**src/rtl/tinycpu_pkg.sv**
```systemverilog
// Shared tinycpu constants: RAM geometry defaults and the stream master FSM encoding.
package tinycpu_pkg;

  localparam int DEF_DWIDTH = 16;
  localparam int DEF_AWIDTH = 12;

  localparam logic [2:0] ST_IDLE      = 3'd0;
  localparam logic [2:0] ST_WR_HI     = 3'd1;
  localparam logic [2:0] ST_WR_LO     = 3'd2;
  localparam logic [2:0] ST_WR_COMMIT = 3'd3;
  localparam logic [2:0] ST_RD_ADDR   = 3'd4;
  localparam logic [2:0] ST_RD_CAP    = 3'd5;
  localparam logic [2:0] ST_RD_HI     = 3'd6;
  localparam logic [2:0] ST_RD_LO     = 3'd7;

  function automatic logic is_read_byte_state(input logic [2:0] st);
    return (st == ST_RD_HI) || (st == ST_RD_LO);
  endfunction

endpackage

```
**src/rtl/byte_word_pack.sv**
```systemverilog
// Word register that assembles two bytes (high first) into a word, or splits a
// captured word back into bytes with a hi/lo select.
module byte_word_pack #(
  parameter int DWIDTH = 16
) (
  input  logic              clk,
  input  logic              reset,
  input  logic              load_hi,
  input  logic              load_lo,
  input  logic              load_word,
  input  logic [7:0]        byte_in,
  input  logic [DWIDTH-1:0] word_in,
  input  logic              sel_lo,
  output logic [DWIDTH-1:0] word,
  output logic [7:0]        byte_out
);

  logic [DWIDTH-1:0] word_r;

  always_ff @(posedge clk) begin
    if (reset) begin
      word_r <= '0;
    end else if (load_word) begin
      word_r <= word_in;
    end else begin
      if (load_hi) word_r[DWIDTH-1 -: 8] <= byte_in;
      if (load_lo) word_r[7:0]           <= byte_in;
    end
  end

  assign word     = word_r;
  assign byte_out = sel_lo ? word_r[7:0] : word_r[DWIDTH-1 -: 8];

endmodule

```
**src/rtl/ram_stream_master.sv**
```systemverilog
// Host byte stream to tinycpu RAM bridge: block writes and block reads, one word
// (two bytes, high first) at a time.
module ram_stream_master
  import tinycpu_pkg::*;
#(
  parameter int DWIDTH = DEF_DWIDTH,
  parameter int AWIDTH = DEF_AWIDTH
) (
  input  logic              clk,
  input  logic              reset,
  input  logic              cmd_valid,
  output logic              cmd_ready,
  input  logic              cmd_write,
  input  logic [AWIDTH-1:0] cmd_addr,
  input  logic [AWIDTH-1:0] cmd_len,
  input  logic              in_valid,
  output logic              in_ready,
  input  logic [7:0]        in_data,
  output logic              out_valid,
  input  logic              out_ready,
  output logic [7:0]        out_data,
  output logic              busy,
  output logic              done,
  output logic              ram_load,
  output logic [AWIDTH-1:0] ram_addr,
  output logic [DWIDTH-1:0] ram_d,
  input  logic [DWIDTH-1:0] ram_q,
  output logic [2:0]        fsm_state
);

  // All handshakes: a transfer happens on a posedge where valid and ready are
  // both high; ready never looks at valid, and out_valid/out_data hold until taken.

  logic [2:0]        state;
  logic [AWIDTH-1:0] addr_r;
  logic [AWIDTH-1:0] cnt_r;
  logic              done_r;
  logic [DWIDTH-1:0] word;

  logic cmd_fire;
  logic in_fire;
  logic out_fire;
  logic last_word;

  assign cmd_ready = !reset && (state == ST_IDLE);
  assign in_ready  = !reset && ((state == ST_WR_HI) || (state == ST_WR_LO));
  assign out_valid = !reset && is_read_byte_state(state);
  assign busy      = !reset && (state != ST_IDLE);
  assign done      = !reset && done_r;
  // Gated so a reset edge can never turn into a RAM write.
  assign ram_load  = !reset && (state == ST_WR_COMMIT);
  assign ram_addr  = addr_r;
  assign ram_d     = word;
  assign fsm_state = state;

  assign cmd_fire  = cmd_valid && cmd_ready;
  assign in_fire   = in_valid && in_ready;
  assign out_fire  = out_valid && out_ready;
  assign last_word = (cnt_r == '0);

  byte_word_pack #(.DWIDTH(DWIDTH)) u_pack (
    .clk       (clk),
    .reset     (reset),
    .load_hi   (in_fire && (state == ST_WR_HI)),
    .load_lo   (in_fire && (state == ST_WR_LO)),
    .load_word (state == ST_RD_CAP),
    .byte_in   (in_data),
    .word_in   (ram_q),
    .sel_lo    (state == ST_RD_LO),
    .word      (word),
    .byte_out  (out_data)
  );

  always_ff @(posedge clk) begin
    if (reset) begin
      state  <= ST_IDLE;
      addr_r <= '0;
      cnt_r  <= '0;
      done_r <= 1'b0;
    end else begin
      done_r <= 1'b0;
      case (state)
        ST_IDLE: begin
          if (cmd_fire) begin
            addr_r <= cmd_addr;
            cnt_r  <= cmd_len;
            state  <= cmd_write ? ST_WR_HI : ST_RD_ADDR;
          end
        end
        ST_WR_HI: if (in_fire) state <= ST_WR_LO;
        ST_WR_LO: if (in_fire) state <= ST_WR_COMMIT;
        ST_WR_COMMIT: begin
          if (last_word) begin
            done_r <= 1'b1;
            state  <= ST_IDLE;
          end else begin
            addr_r <= addr_r + 1'b1;
            cnt_r  <= cnt_r - 1'b1;
            state  <= ST_WR_HI;
          end
        end
        // RAM registers q on the edge leaving RD_ADDR; it is captured leaving RD_CAP.
        ST_RD_ADDR: state <= ST_RD_CAP;
        ST_RD_CAP:  state <= ST_RD_HI;
        ST_RD_HI:   if (out_fire) state <= ST_RD_LO;
        ST_RD_LO: begin
          if (out_fire) begin
            if (last_word) begin
              done_r <= 1'b1;
              state  <= ST_IDLE;
            end else begin
              addr_r <= addr_r + 1'b1;
              cnt_r  <= cnt_r - 1'b1;
              state  <= ST_RD_ADDR;
            end
          end
        end
        default: state <= ST_IDLE;
      endcase
    end
  end

endmodule

```
**config.mk**
```make
export PLATFORM = sky130hd
export DESIGN_NAME = ram_stream_master
export DESIGN_NICKNAME = d
export VERILOG_FILES = /design/src/rtl/tinycpu_pkg.sv /design/src/rtl/byte_word_pack.sv /design/src/rtl/ram_stream_master.sv
export SDC_FILE = /design/constraint.sdc
export NUM_CORES = 1
export LEC_CHECK = 0
export CAP_MARGIN = 15
export CORE_MARGIN = 5
export CORE_UTILIZATION = 46
export CTS_CLUSTER_DIAMETER = 60
export DETAILED_ROUTE_END_ITERATION = 10
export PLACE_DENSITY = 0.82
export SLEW_MARGIN = 20
export SYNTH_ARGS = -nofsm -noshare
export SYNTH_HDL_FRONTEND = slang
export SYNTH_SLANG_ARGS = --single-unit
export TNS_END_PERCENT = 30
```
**constraint.sdc**
```tcl
create_clock -name clk -period 2.7 [get_ports clk]
set_input_delay 0.81 -clock clk [delete_from_list [all_inputs] [get_ports clk]]
set_output_delay 0.81 -clock clk [all_outputs]
set_load 0.02 [all_outputs]
```
[Word-level counts from Yosys, hierarchy flattened]
Index checks and enable logic that the tools add are counted.
Storage, ports and cells
  bits in read-only memories: 0
  memories: 0
  bits in latches: 0
  memory bits (writable): 0
  register bits: 44
  output and inout bits: 45
Operators by class
  bitwise logic cells: 0
  $mul: 0
  equality and inequality tests: 12
  reductions and logical operators: 22
  divide/modulo/power cells: 0
  shift operators: 0
  order comparisons: 0
  muxes and demuxes: 24
  add/subtract/negate cells: 2
Operators with widths (count)
  $mux 12: 6
  $pmux 12 s3: 2
  $mux 8: 3
  $pmux 3 s8: 1
  $mux 3: 7
  $mux 16: 1
  $add 12x1->12 const B: 1
  $eq 3x3->1 const B: 4
  $logic_not 12->1: 1
  $sub 12x1->12 const B: 1
  $logic_and 1x1->1: 11
  $ne 2x2->1 const B: 5
  $eq 3x2->1 const B: 2
  $reduce_bool 3->1: 2
  $reduce_and 5->1: 1
  $reduce_bool 2->1: 2
  $eq 3x1->1 const B: 1
  $logic_not 3->1: 1
  $mux 1: 3
  $reduce_and 3->1: 1
  $logic_or 1x1->1: 2
  $pmux 1 s2: 1
  $logic_not 1->1: 1

[Longest topological paths before layout]
Gate-level depths: netlist (run 1).
  word-level depth: 7
  mapped depth: 8
  depth with buffers taken out: 6

[Modules after synthesis]
A second synthesis (run 1) with hierarchy kept.
Unflattened totals
  cells, all modules: 339
  area total of the unflattened synthesis: 2731.4 sq um
Modules (own cells, without submodules)
  ram_stream_master: cells an instance 259, instances 1, area an instance 1834.3 sq um
  byte_word_pack: cells an instance 80, instances 1, area an instance 897.1 sq um

[Worst setup path after synthesis (run 1)]
OpenSTA, ideal clock, no wires.
  kind: input to output
  start point: input port reset
  end point: output port out_valid
  stages on the path: 3
  arrival time: 1.660 ns
  slack: 0.230 ns
  cell sequence: clkbuf_1 -> buf_1 -> nor3_1
On the way
  cells in the longest elaborated chain, start to end: 2
Ends and longest elaborated chain
  start: declaration: RTL line ram_stream_master.sv:10  | input logic reset,
  $logic_not 1->1: RTL line ram_stream_master.sv:47  | assign out_valid = !reset && is_read_byte_state(state);
  $logic_and 1x1->1: RTL line ram_stream_master.sv:47
  end: declaration: RTL line ram_stream_master.sv:19  | output logic out_valid,
No other way between the ends.

[Final worst setup path (run 1)]
  start point: register state[1], in the netlist fsm_state[1]
  end point: output port out_data[3]
On the way
  cells in the longest elaborated chain, start to end: 2
Ends and longest elaborated chain
  start: declaration: RTL line ram_stream_master.sv:34  | logic [2:0] state;
  start signal: assignment: RTL line ram_stream_master.sv:87  | state <= cmd_write ? ST_WR_HI : ST_RD_ADDR;
  $eq 3x3->1: RTL line ram_stream_master.sv:69  | .sel_lo (state == ST_RD_LO),
  $mux 8: RTL line byte_word_pack.sv:32  | assign byte_out = sel_lo ? word_r[7:0] : word_r[DWIDTH-1 -: 8];
  end: declaration: RTL line ram_stream_master.sv:21  | output logic [7:0] out_data,
No other way between the ends.

==> results of run 1 <==
==> power by group through the flow <==
stage | combinational [mW] | sequential, mW | clock [mW]
after floorplan | 0.678 | 0.926 | 0
after global placement | 1.18 | 0.865 | 0
final | 1.19 | 0.859 | 0.407
after detailed placement | 1.20 | 0.870 | 0
after global routing | 1.28 | 0.874 | 0.438
after CTS | 1.18 | 0.856 | 0.411
==> worst paths after layout <==
kind / slack (ns) / start / end
hold / removal: 0.48 / u_pack.word[0] / u_pack.word[0]
hold reg to reg: 0.48 / u_pack.word[0] / u_pack.word[0]
setup reg to reg: 0.55 / cnt_r[0] / fsm_state[2]
setup / recovery: 0.18 / fsm_state[1] / out_data[3]
==> logic make-up after synthesis <==
logic type      synth area share (%)
mux                             4.63
simple gates                    24.4
flops                           31.3
buf+inv                         7.26
fa+ha+maj                      0.890
compound gates                  31.5
==> worst max-delay path: stages, from the launching register on <==
cell and delay [ns]:
dfxtp_1 0.32, and2_1 0.16, nand2_1 0.06, buf_4 0.18
mux2_2 0.35, dlygate4sd2_1 0.33
==> cell type report <==
cell class / instances / area [sq um]
Fill cell: 496 / 1980
Multi-Input combinational cell: 260 / 1730
Timing Repair Buffer: 120 / 1130
Sequential cell: 44 / 881
Tap cell: 75 / 93.8
Clock buffer: 5 / 68.8
Inverter: 9 / 33.8
Clock inverter: 2 / 12.5
==> metal layers <==
layer	vias to the layer above	wire (um)	GRT usage (%)
met5	-	0	0
met4	0	102	5.63
met3	11	766	6.77
met2	119	4530	40.0
met1	1522	3800	29.3
li1	1506	-	-
==> flip-flops by register name, indices dropped and copies added (netlist names) <==
name         cells
done_r           1
fsm_state        3
ram_addr        12
cnt_r           12
u_pack.word     16
==> metrics by stage <==
stage / utilization, % / power, mW / hold slack (ns)
after detailed placement: 65.7 / 2.07 / 0.468
after floorplan: - / 1.60 / 0.457
after global routing: 66.6 / 2.59 / 0.491
after CTS: 66.6 / 2.45 / 0.481
final: 66.6 / 2.46 / 0.482
after global placement: 65.7 / 2.04 / 0.457
==> cells in the mapped netlist, types with 2 or more instances <==
library cell  instances  area, sq um
a211o_1               5         43.8
a211oi_1              5         37.5
a21boi_0              4         30.0
a21oi_1              27          135
a22oi_1               5         37.5
a311oi_1             10         87.6
a31oi_1              10         62.6
a32oi_1               2         17.5
and2_1                3         18.8
and3_1                3         18.8
and4_1                3         26.3
buf_1                 3         11.3
buf_2                10         50.1
buf_6                 6         67.6
clkbuf_1              9         33.8
dfxtp_1              44          881
ha_1                  2         25.0
inv_1                 9         33.8
mux2_2                8         90.1
mux2i_1               4         40.0
nand2_1              39          146
nand2_2               2         12.5
nand2b_1              3         18.8
nand3_1               6         30.0
nand3b_1              2         15.0
nand4_1               9         56.3
nor2_1               27          101
nor2b_1               3         18.8
nor3_1                6         30.0
nor3b_1               2         15.0
nor4_1                4         25.0
o21ai_0               5         25.0
o311ai_1             12          105
o31a_1                2         17.5
o31ai_1              18          135
or3_1                 2         12.5
==> timing repair <==
item,CTS,global route
setup endpoints to repair,14,0
hold endpoints to repair,0,0
gates resized for setup,26,0
==> results.json, run 1 <==
{
  "async_reset_ff_share_pct": 0,
  "ctsHoldBuffers": 0,
  "min_period_ns": 2.52,
  "cts_buffers": 5,
  "fin_skew_ns": 0.0100,
  "layout_commonest_cell": "clkdlybuf4s50_1",
  "p_comb_share_pct": 48.5,
  "placed_cells": 508,
  "rsz0062_at_grt": "false",
  "yosys_warnings": 0,
  "power.switching_mw": 1.02,
  "drc": 0,
  "final_area_sq_um": 3950,
  "clock_latency_ns": 0.30,
  "worst_pin_slew_ns": 0.741,
  "grt_max_degree": 53,
  "syn2layout_area_growth_pct": 40.4,
  "grt_pass1_vias": 3170,
  "cellPowerDensity_nw_per_um2": 623,
  "setup_viol": 0,
  "ys_seq_area_share_pct": 31.3,
  "diodes": 0,
  "fin_ws_ns": 0.177,
  "max-vdd-ir-drop_mv": 0.360,
  "syn_area_sq_um": 2810,
  "coreArea_sq_um": 5920,
  "antenna_found_initial": 0,
  "synth_ff_type": "dfxtp_1",
  "netlist_instances": 342,
  "vias_per_cell": 6.13,
  "clock-sinks": 44,
  "vias": 3158,
  "hold_viol": 0,
  "htree_num_levels": 2,
  "cp.required_ns": 1.89,
  "design.die.area_sq_um": 7770,
  "fin_crit_sh_pct": 93.5,
  "syn_area_per_cell_sq_um": 8.22,
  "layout_common_cells": "83 x clkdlybuf4s50_1, 44 x dfxtp_1, 39 x nand2_1",
  "slew_viol_final": 0,
  "grt_overflow": 0,
  "seqPwrFrac_pct": 35.0,
  "cp-end-kind": "primary output",
  "rr_worst_depth": 6,
  "grtUsageTotal_pct": 23.5,
  "yosysUniqueCellTypes": 64,
  "place_area_sq_um": 3890,
  "synth_edf_count": 0,
  "final_antenna_net_count": 0,
  "hpwl_mm": 6.75,
  "firstDrtPassIters": 5,
  "p_clk_share_pct": 16.6,
  "cp.arrival_ns": 1.71,
  "dieWidth_um": 88.2,
  "root_buffer": "clkbuf_8",
  "switching_share_pct": 41.6,
  "synth_nets": 398,
  "ioPinCount": 99,
  "maxCapViolCount": 0,
  "path_max_fanout": 8,
  "holdPathStages": 2,
  "status": "complete, no violations",
  "gp_congestion": 0.837,
  "hp-class": "register to register",
  "p_int_mw": 1.44,
  "wl_mm": 9.19,
  "io_buffers": 98,
  "place_worst_setup_slack_ns": -0.465,
  "worstSetupPathType": "register to primary output",
  "clk_pin_slew_worst_paths_ns": 0.09,
  "num_rows": 28,
  "stdcell_count": 515,
  "cts_setup_buffers": 0,
  "yosys_register_bits": 44,
  "initial_utilization_pct": 47.5,
  "clockBufferDepth": 2,
  "die_h_um": 88.2,
  "nNetsFinal": 496,
  "power_leakage_nw": 1.44,
  "cts_tree": "done",
  "grt_pass1_wl_mm": 14.8,
  "dr.first_iter.drc_count": 263,
  "slew_headroom_pct": 50.1,
  "max_clock_freq_mhz": 396,
  "fin_tns_setup_ns": 0,
  "drive_gt1_share_pct": 12.3,
  "startpoint_type": "register",
  "wl_per_cell_um": 17.9
}
Power figures use the tool's default switching activity.
==> inputs of run 2 (changes only) <==
- CELL_PAD_IN_SITES_DETAIL_PLACEMENT: not set -> 1
- CELL_PAD_IN_SITES_GLOBAL_PLACEMENT: not set -> 1
- CORE_UTILIZATION: 46 -> 33
- PLACE_DENSITY: 0.82 -> not set
- PLACE_DENSITY_LB_ADDON: not set -> 0.1
- REMOVE_ABC_BUFFERS: not set -> 1
==> run 2 against run 1 <==
Net effect: clock skew is 0.0041 ns lower; power is 3.2% higher; maximum frequency is 1.0% lower; flip-flop and latch count stayed put; largest power group unchanged.
==> results.json, run 2 (synthesis results as in run 1) <==
{
  "power_mw": 2.54,
  "clk_pin_slew_worst_paths_ns": 0.08,
  "drc": 0,
  "cp.arrival_ns": 1.74,
  "htree_num_levels": 2,
  "cp-end-kind": "primary output",
  "clock-sinks": 44,
  "diodes": 0,
  "hpwl_mm": 7.58,
  "layout_commonest_cell": "clkdlybuf4s50_1",
  "largest_register_ff_count": 16,
  "hold_viol": 0,
  "slew_viol_final": 0,
  "dieWidth_um": 102,
  "fillers": 1017,
  "clockBufferDepth": 2,
  "grt_max_degree": 53,
  "power_leakage_nw": 1.49,
  "path_max_fanout": 8,
  "ioPinCount": 99,
  "final_area_sq_um": 4040,
  "max-vdd-ir-drop_mv": 0.320,
  "slew_headroom_pct": 42.3,
  "wl_per_cell_um": 18.3,
  "status": "complete, no violations",
  "max_clock_freq_mhz": 392,
  "design.die.area_sq_um": 10500,
  "coreArea_sq_um": 8260,
  "clock_latency_ns": 0.29,
  "syn2layout_area_growth_pct": 43.9,
  "cts_tree": "done",
  "fin_crit_sh_pct": 94.4,
  "antenna_found_initial": 0,
  "worst_pin_slew_ns": 0.857,
  "worstSetupPathType": "register to primary output",
  "wl_mm": 10.1,
  "ctsHoldBuffers": 0,
  "drive_gt1_share_pct": 13.2,
  "min_period_ns": 2.55,
  "setup_viol": 0,
  "die_h_um": 102,
  "postLayoutCoreUtil_pct": 49.0,
  "final_antenna_net_count": 0,
  "cp.required_ns": 1.89,
  "initial_utilization_pct": 34.0,
  "firstDrtPassIters": 4,
  "num_rows": 33,
  "gp_congestion": 0.816,
  "vias": 3127,
  "vias_per_cell": 5.66,
  "dr.first_iter.drc_count": 71,
  "grtUsageTotal_pct": 19.2,
  "cts_buffers": 5,
  "nNetsFinal": 503,
  "hp-class": "register to register",
  "grt_overflow": 0,
  "maxCapViolCount": 0,
  "root_buffer": "clkbuf_8",
  "fin_skew_ns": 0.00591,
  "stdcell_count": 552,
  "cellPowerDensity_nw_per_um2": 627,
  "grt_pass1_wl_mm": 16.2,
  "rsz0062_at_grt": "false",
  "grt_pass1_vias": 3212,
  "layout_common_cells": "83 x clkdlybuf4s50_1, 44 x dfxtp_1, 39 x nand2_1",
  "placed_cells": 545,
  "place_area_sq_um": 3970,
  "startpoint_type": "register",
  "io_buffers": 98
}
-- run 2: worst max-delay path, stage by stage, from the launching register on --
cell and delay, ns:
dfxtp_1 0.34, and2_1 0.17, nand2_1 0.06, buf_4 0.18, mux2_2 0.36, dlygate4sd2_1 0.32
-- run 2: path summary, 6_finish.rpt --
check	from	to	slack, ns	cells after the start
setup reg to reg	cnt_r[8]	ram_addr[9]	0.60	5
hold reg to reg	u_pack.word[7]	u_pack.word[7]	0.49	2
setup / recovery	fsm_state[1]	out_data[3]	0.15	5
hold / removal	u_pack.word[7]	u_pack.word[7]	0.49	2
-- run 2: timing repair --
| action | 4_1_cts | 5_1_grt |
|---|---|---|
| endpoints found under the setup margin | 14 | 0 |
| setup buffers | 0 | 0 |
| gates resized for setup | 14 | 0 |
-- run 2: routing by layer --
metal / global-route usage (%) / vias up / share of wire (%)
li1: - / 1527 / -
met1: 26.6 / 1517 / 46
met2: 30.9 / 65 / 49
met3: 2.94 / 18 / 3.5
met4: 5.75 / 0 / 1.5
met5: 0 / - / 0
-- run 2: power breakdown --
group          switching, mW  internal [mW]
logic                  0.686          0.536
registers              0.112          0.744
clock network          0.228          0.228
-- run 2: layout make-up --
cell class	instances	area, sq um	share of cell area (%)
Multi-Input combinational cell	260	1730	42.7
Timing Repair Buffer	127	1180	29.1
Sequential cell	44	881	21.8
Tap cell	105	131	3.25
Clock buffer	7	96.3	2.38
Inverter	9	33.8	0.835
-- run 2: metrics by stage --
| step | TNS [ns] | hold WS (ns) | setup slack (ns) |
|---|---|---|---|
| 3_5_place_dp | -0.256 | 0.483 | -0.0616 |
| 2_1_floorplan | 0 | 0.455 | 0.0923 |
| 3_3_place_gp | -0.189 | 0.464 | -0.0570 |
| 5_1_grt | 0 | 0.527 | 0.0672 |
| 6_report | 0 | 0.491 | 0.150 |
| 4_1_cts | 0 | 0.497 | 0.121 |
==> inputs of run 3 (changes only) <==
- CORE_UTILIZATION: 33 -> 32
- SYNTH_HIERARCHICAL: not set -> 1
==> run 3 against run 2 <==
Net effect: register-to-register slack worse by 0.05 ns; non-clock buffer count down 14; clock skew up 0.0018 ns; worst hold slack worse by 0.0055 ns; final cell count down 2.7%; core utilization down 1.7 points; flip-flop and latch count unchanged; via count down 9.7%; routed wire length down 12%.
==> results.json, run 3 <==
{
  "largest_register_ff_count": 16,
  "place_worst_setup_slack_ns": 0.0492,
  "layout_common_cells": "89 x clkdlybuf4s50_1, 43 x dfxtp_1, 42 x nand2_1",
  "layout_commonest_cell": "clkdlybuf4s50_1",
  "vias": 2823,
  "max-vdd-ir-drop_mv": 0.205,
  "cellPowerDensity_nw_per_um2": 510,
  "yosys_warnings": 6,
  "slew_viol_final": 0,
  "initial_utilization_pct": 33.1,
  "hold_viol": 0,
  "grt_pass1_vias": 2913,
  "drc": 0,
  "wl_per_cell_um": 16.5,
  "cp.required_ns": 1.89,
  "worstSetupPathType": "input port to primary output",
  "min_period_ns": 2.64,
  "num_rows": 33,
  "dieWidth_um": 102,
  "synthTopCellsByCount": "44 x dfxtp_1, 42 x nand2_1, 32 x a21oi_1",
  "worst_pin_slew_ns": 0.702,
  "synth_mux_area_share_pct": 9.16,
  "yosys_register_bits": 44,
  "synth_top_family_by_area": "compound AO/OA/AOI/OAI gates",
  "synth_edf_count": 0,
  "maxCapViolCount": 0,
  "async_reset_ff_share_pct": 0,
  "die_h_um": 102,
  "wl_mm": 8.88,
  "gp_congestion": 0.784,
  "grtUsageTotal_pct": 16.7,
  "synth_fa_ha_area_share_pct": 1.37,
  "cp-end-kind": "primary output",
  "clock_latency_ns": 0.29,
  "hp-class": "register to register",
  "slew_headroom_pct": 53.2,
  "synthTopCellsByArea": "dfxtp_1 32%, a21oi_1 5.9%, mux2i_1 5.9%",
  "fin_crit_sh_pct": 97.8,
  "power_leakage_nw": 1.39,
  "grt_overflow": 0,
  "syn2layout_area_growth_pct": 43.1,
  "cts_buffers": 5,
  "path_max_fanout": 9,
  "cp.arrival_ns": 1.83,
  "vias_per_cell": 5.26,
  "synth_largest_area_cell": "dfxtp_1",
  "cts_setup_buffers": 0,
  "critical-path-top-delay-family": "buffers and inverters",
  "synth_ff_type": "dfxtp_1",
  "yosys.area_share.simple_pct": 25.1,
  "syn_area_sq_um": 2730,
  "synth.top_cell.area_share_pct": 32.2,
  "path_buf_inv": 2,
  "critPathSlowestCell": "clkdlybuf4s50_1",
  "dr.first_iter.drc_count": 113,
  "path_cells": "buf_2, nor4_2, clkdlybuf4s50_1",
  "drive_gt1_share_pct": 11.3,
  "grt_max_degree": 54,
  "clk_pin_slew_worst_paths_ns": 0.08,
  "yosys.area_share.xor_xnor_pct": 0.321,
  "fin_skew_ns": 0.00771,
  "status": "complete, no violations",
  "setup_viol": 0,
  "design.die.area_sq_um": 10500,
  "cts_tree": "done",
  "fillers": 999,
  "max_stage_delay_ns": 0.66,
  "rsz0062_at_grt": "false",
  "nNetsFinal": 488,
  "max_clock_freq_mhz": 379,
  "fin_ws_ns": 0.0586,
  "syn_area_per_cell_sq_um": 8.06,
  "htree_num_levels": 2,
  "firstDrtPassIters": 4,
  "stdcell_count": 537,
  "final_antenna_net_count": 0,
  "grt_pass1_wl_mm": 14.2,
  "clock-sinks": 44,
  "root_buffer": "clkbuf_8",
  "placed_cells": 529,
  "hpwl_mm": 6.57,
  "holdWs_ns": 0.485,
  "io_buffers": 98,
  "clockBufferDepth": 2,
  "synth-compound-area-share_pct": 25.8,
  "startpoint_type": "input port",
  "yosysMostFrequentCell": "dfxtp_1",
  "ys_seq_area_share_pct": 32.2,
  "diodes": 0,
  "ioPinCount": 99,
  "netlist_instances": 339,
  "coreArea_sq_um": 8260,
  "yosysUniqueCellTypes": 50,
  "antenna_found_initial": 0
}
## run 3: worst paths after layout
check	slack, ns	from	cells past startpoint	end
max	0.06	reset	3	cmd_ready
min	0.49	cnt_r[11]	2	cnt_r[11]
max reg2reg	0.55	cnt_r[0]	7	cnt_r[8]
min reg2reg	0.49	cnt_r[11]	2	cnt_r[11]
## run 3: worst register-to-register path: cells and delay by family (launching register included)
kind                       cells  cell delay, ns
and+or+nand+nor                2            0.84
AOI/OAI and AO/OA              3            0.52
DFF                            1            0.35
adders and majority gates      1            0.21
buffers and inverters          1            0.11
## run 3: cells by family (layout without fill, tap and decap cells)
kind of cell / count (synthesis) / count (layout)
buf+inv: 33 / 126
fa+ha+maj: 3 / 3
xor+xnor: 1 / 1
compound gates: 101 / 101
simple gates: 133 / 133
mux: 24 / 24
flops: 44 / 44
## run 3: area by class of cell
| type | instances | area (sq um) | area share [%] |
|---|---|---|---|
| Clock buffer | 8 | 90.1 | 2.31 |
| Tap cell | 105 | 131 | 3.36 |
| Timing Repair Buffer | 113 | 1090 | 27.9 |
| Inverter | 5 | 18.8 | 0.480 |
| Multi-Input combinational cell | 262 | 1690 | 43.4 |
| Sequential cell | 44 | 882 | 22.6 |
## run 3: layer usage
| layer | up-vias | global-route usage, % | wire, um |
|---|---|---|---|
| li1 | 1406 | - | - |
| met1 | 1346 | 22.0 | 4050 |
| met2 | 60 | 28.5 | 4370 |
| met3 | 11 | 2.59 | 334 |
| met4 | 0 | 3.94 | 129 |
| met5 | - | 0 | 0 |
## run 3: repair_timing
| item | 4_1_cts | 5_1_grt |
|---|---|---|
| resized for setup | 8 | 1 |
| endpoints found under the setup margin | 8 | 10 |
| hold buffers | 0 | 0 |
## run 3: power breakdown
part	internal, mW	switching, mW	leakage, nW
registers	0.714	0.0683	0.358
clock network	0.209	0.220	0.0455
logic	0.375	0.406	0.987
total	1.30	0.694	1.39
## run 3: per-stage QoR
stage	total power, mW	area, sq um	setup TNS, ns	utilization (%)
2_1_floorplan	1.20	2590	-8.12	-
3_3_place_gp	1.57	3830	0	46.3
3_5_place_dp	1.59	3830	0	46.3
4_1_cts	2.01	3910	0	47.3
5_1_grt	2.11	3910	0	47.3
6_report	1.99	3910	0	47.3
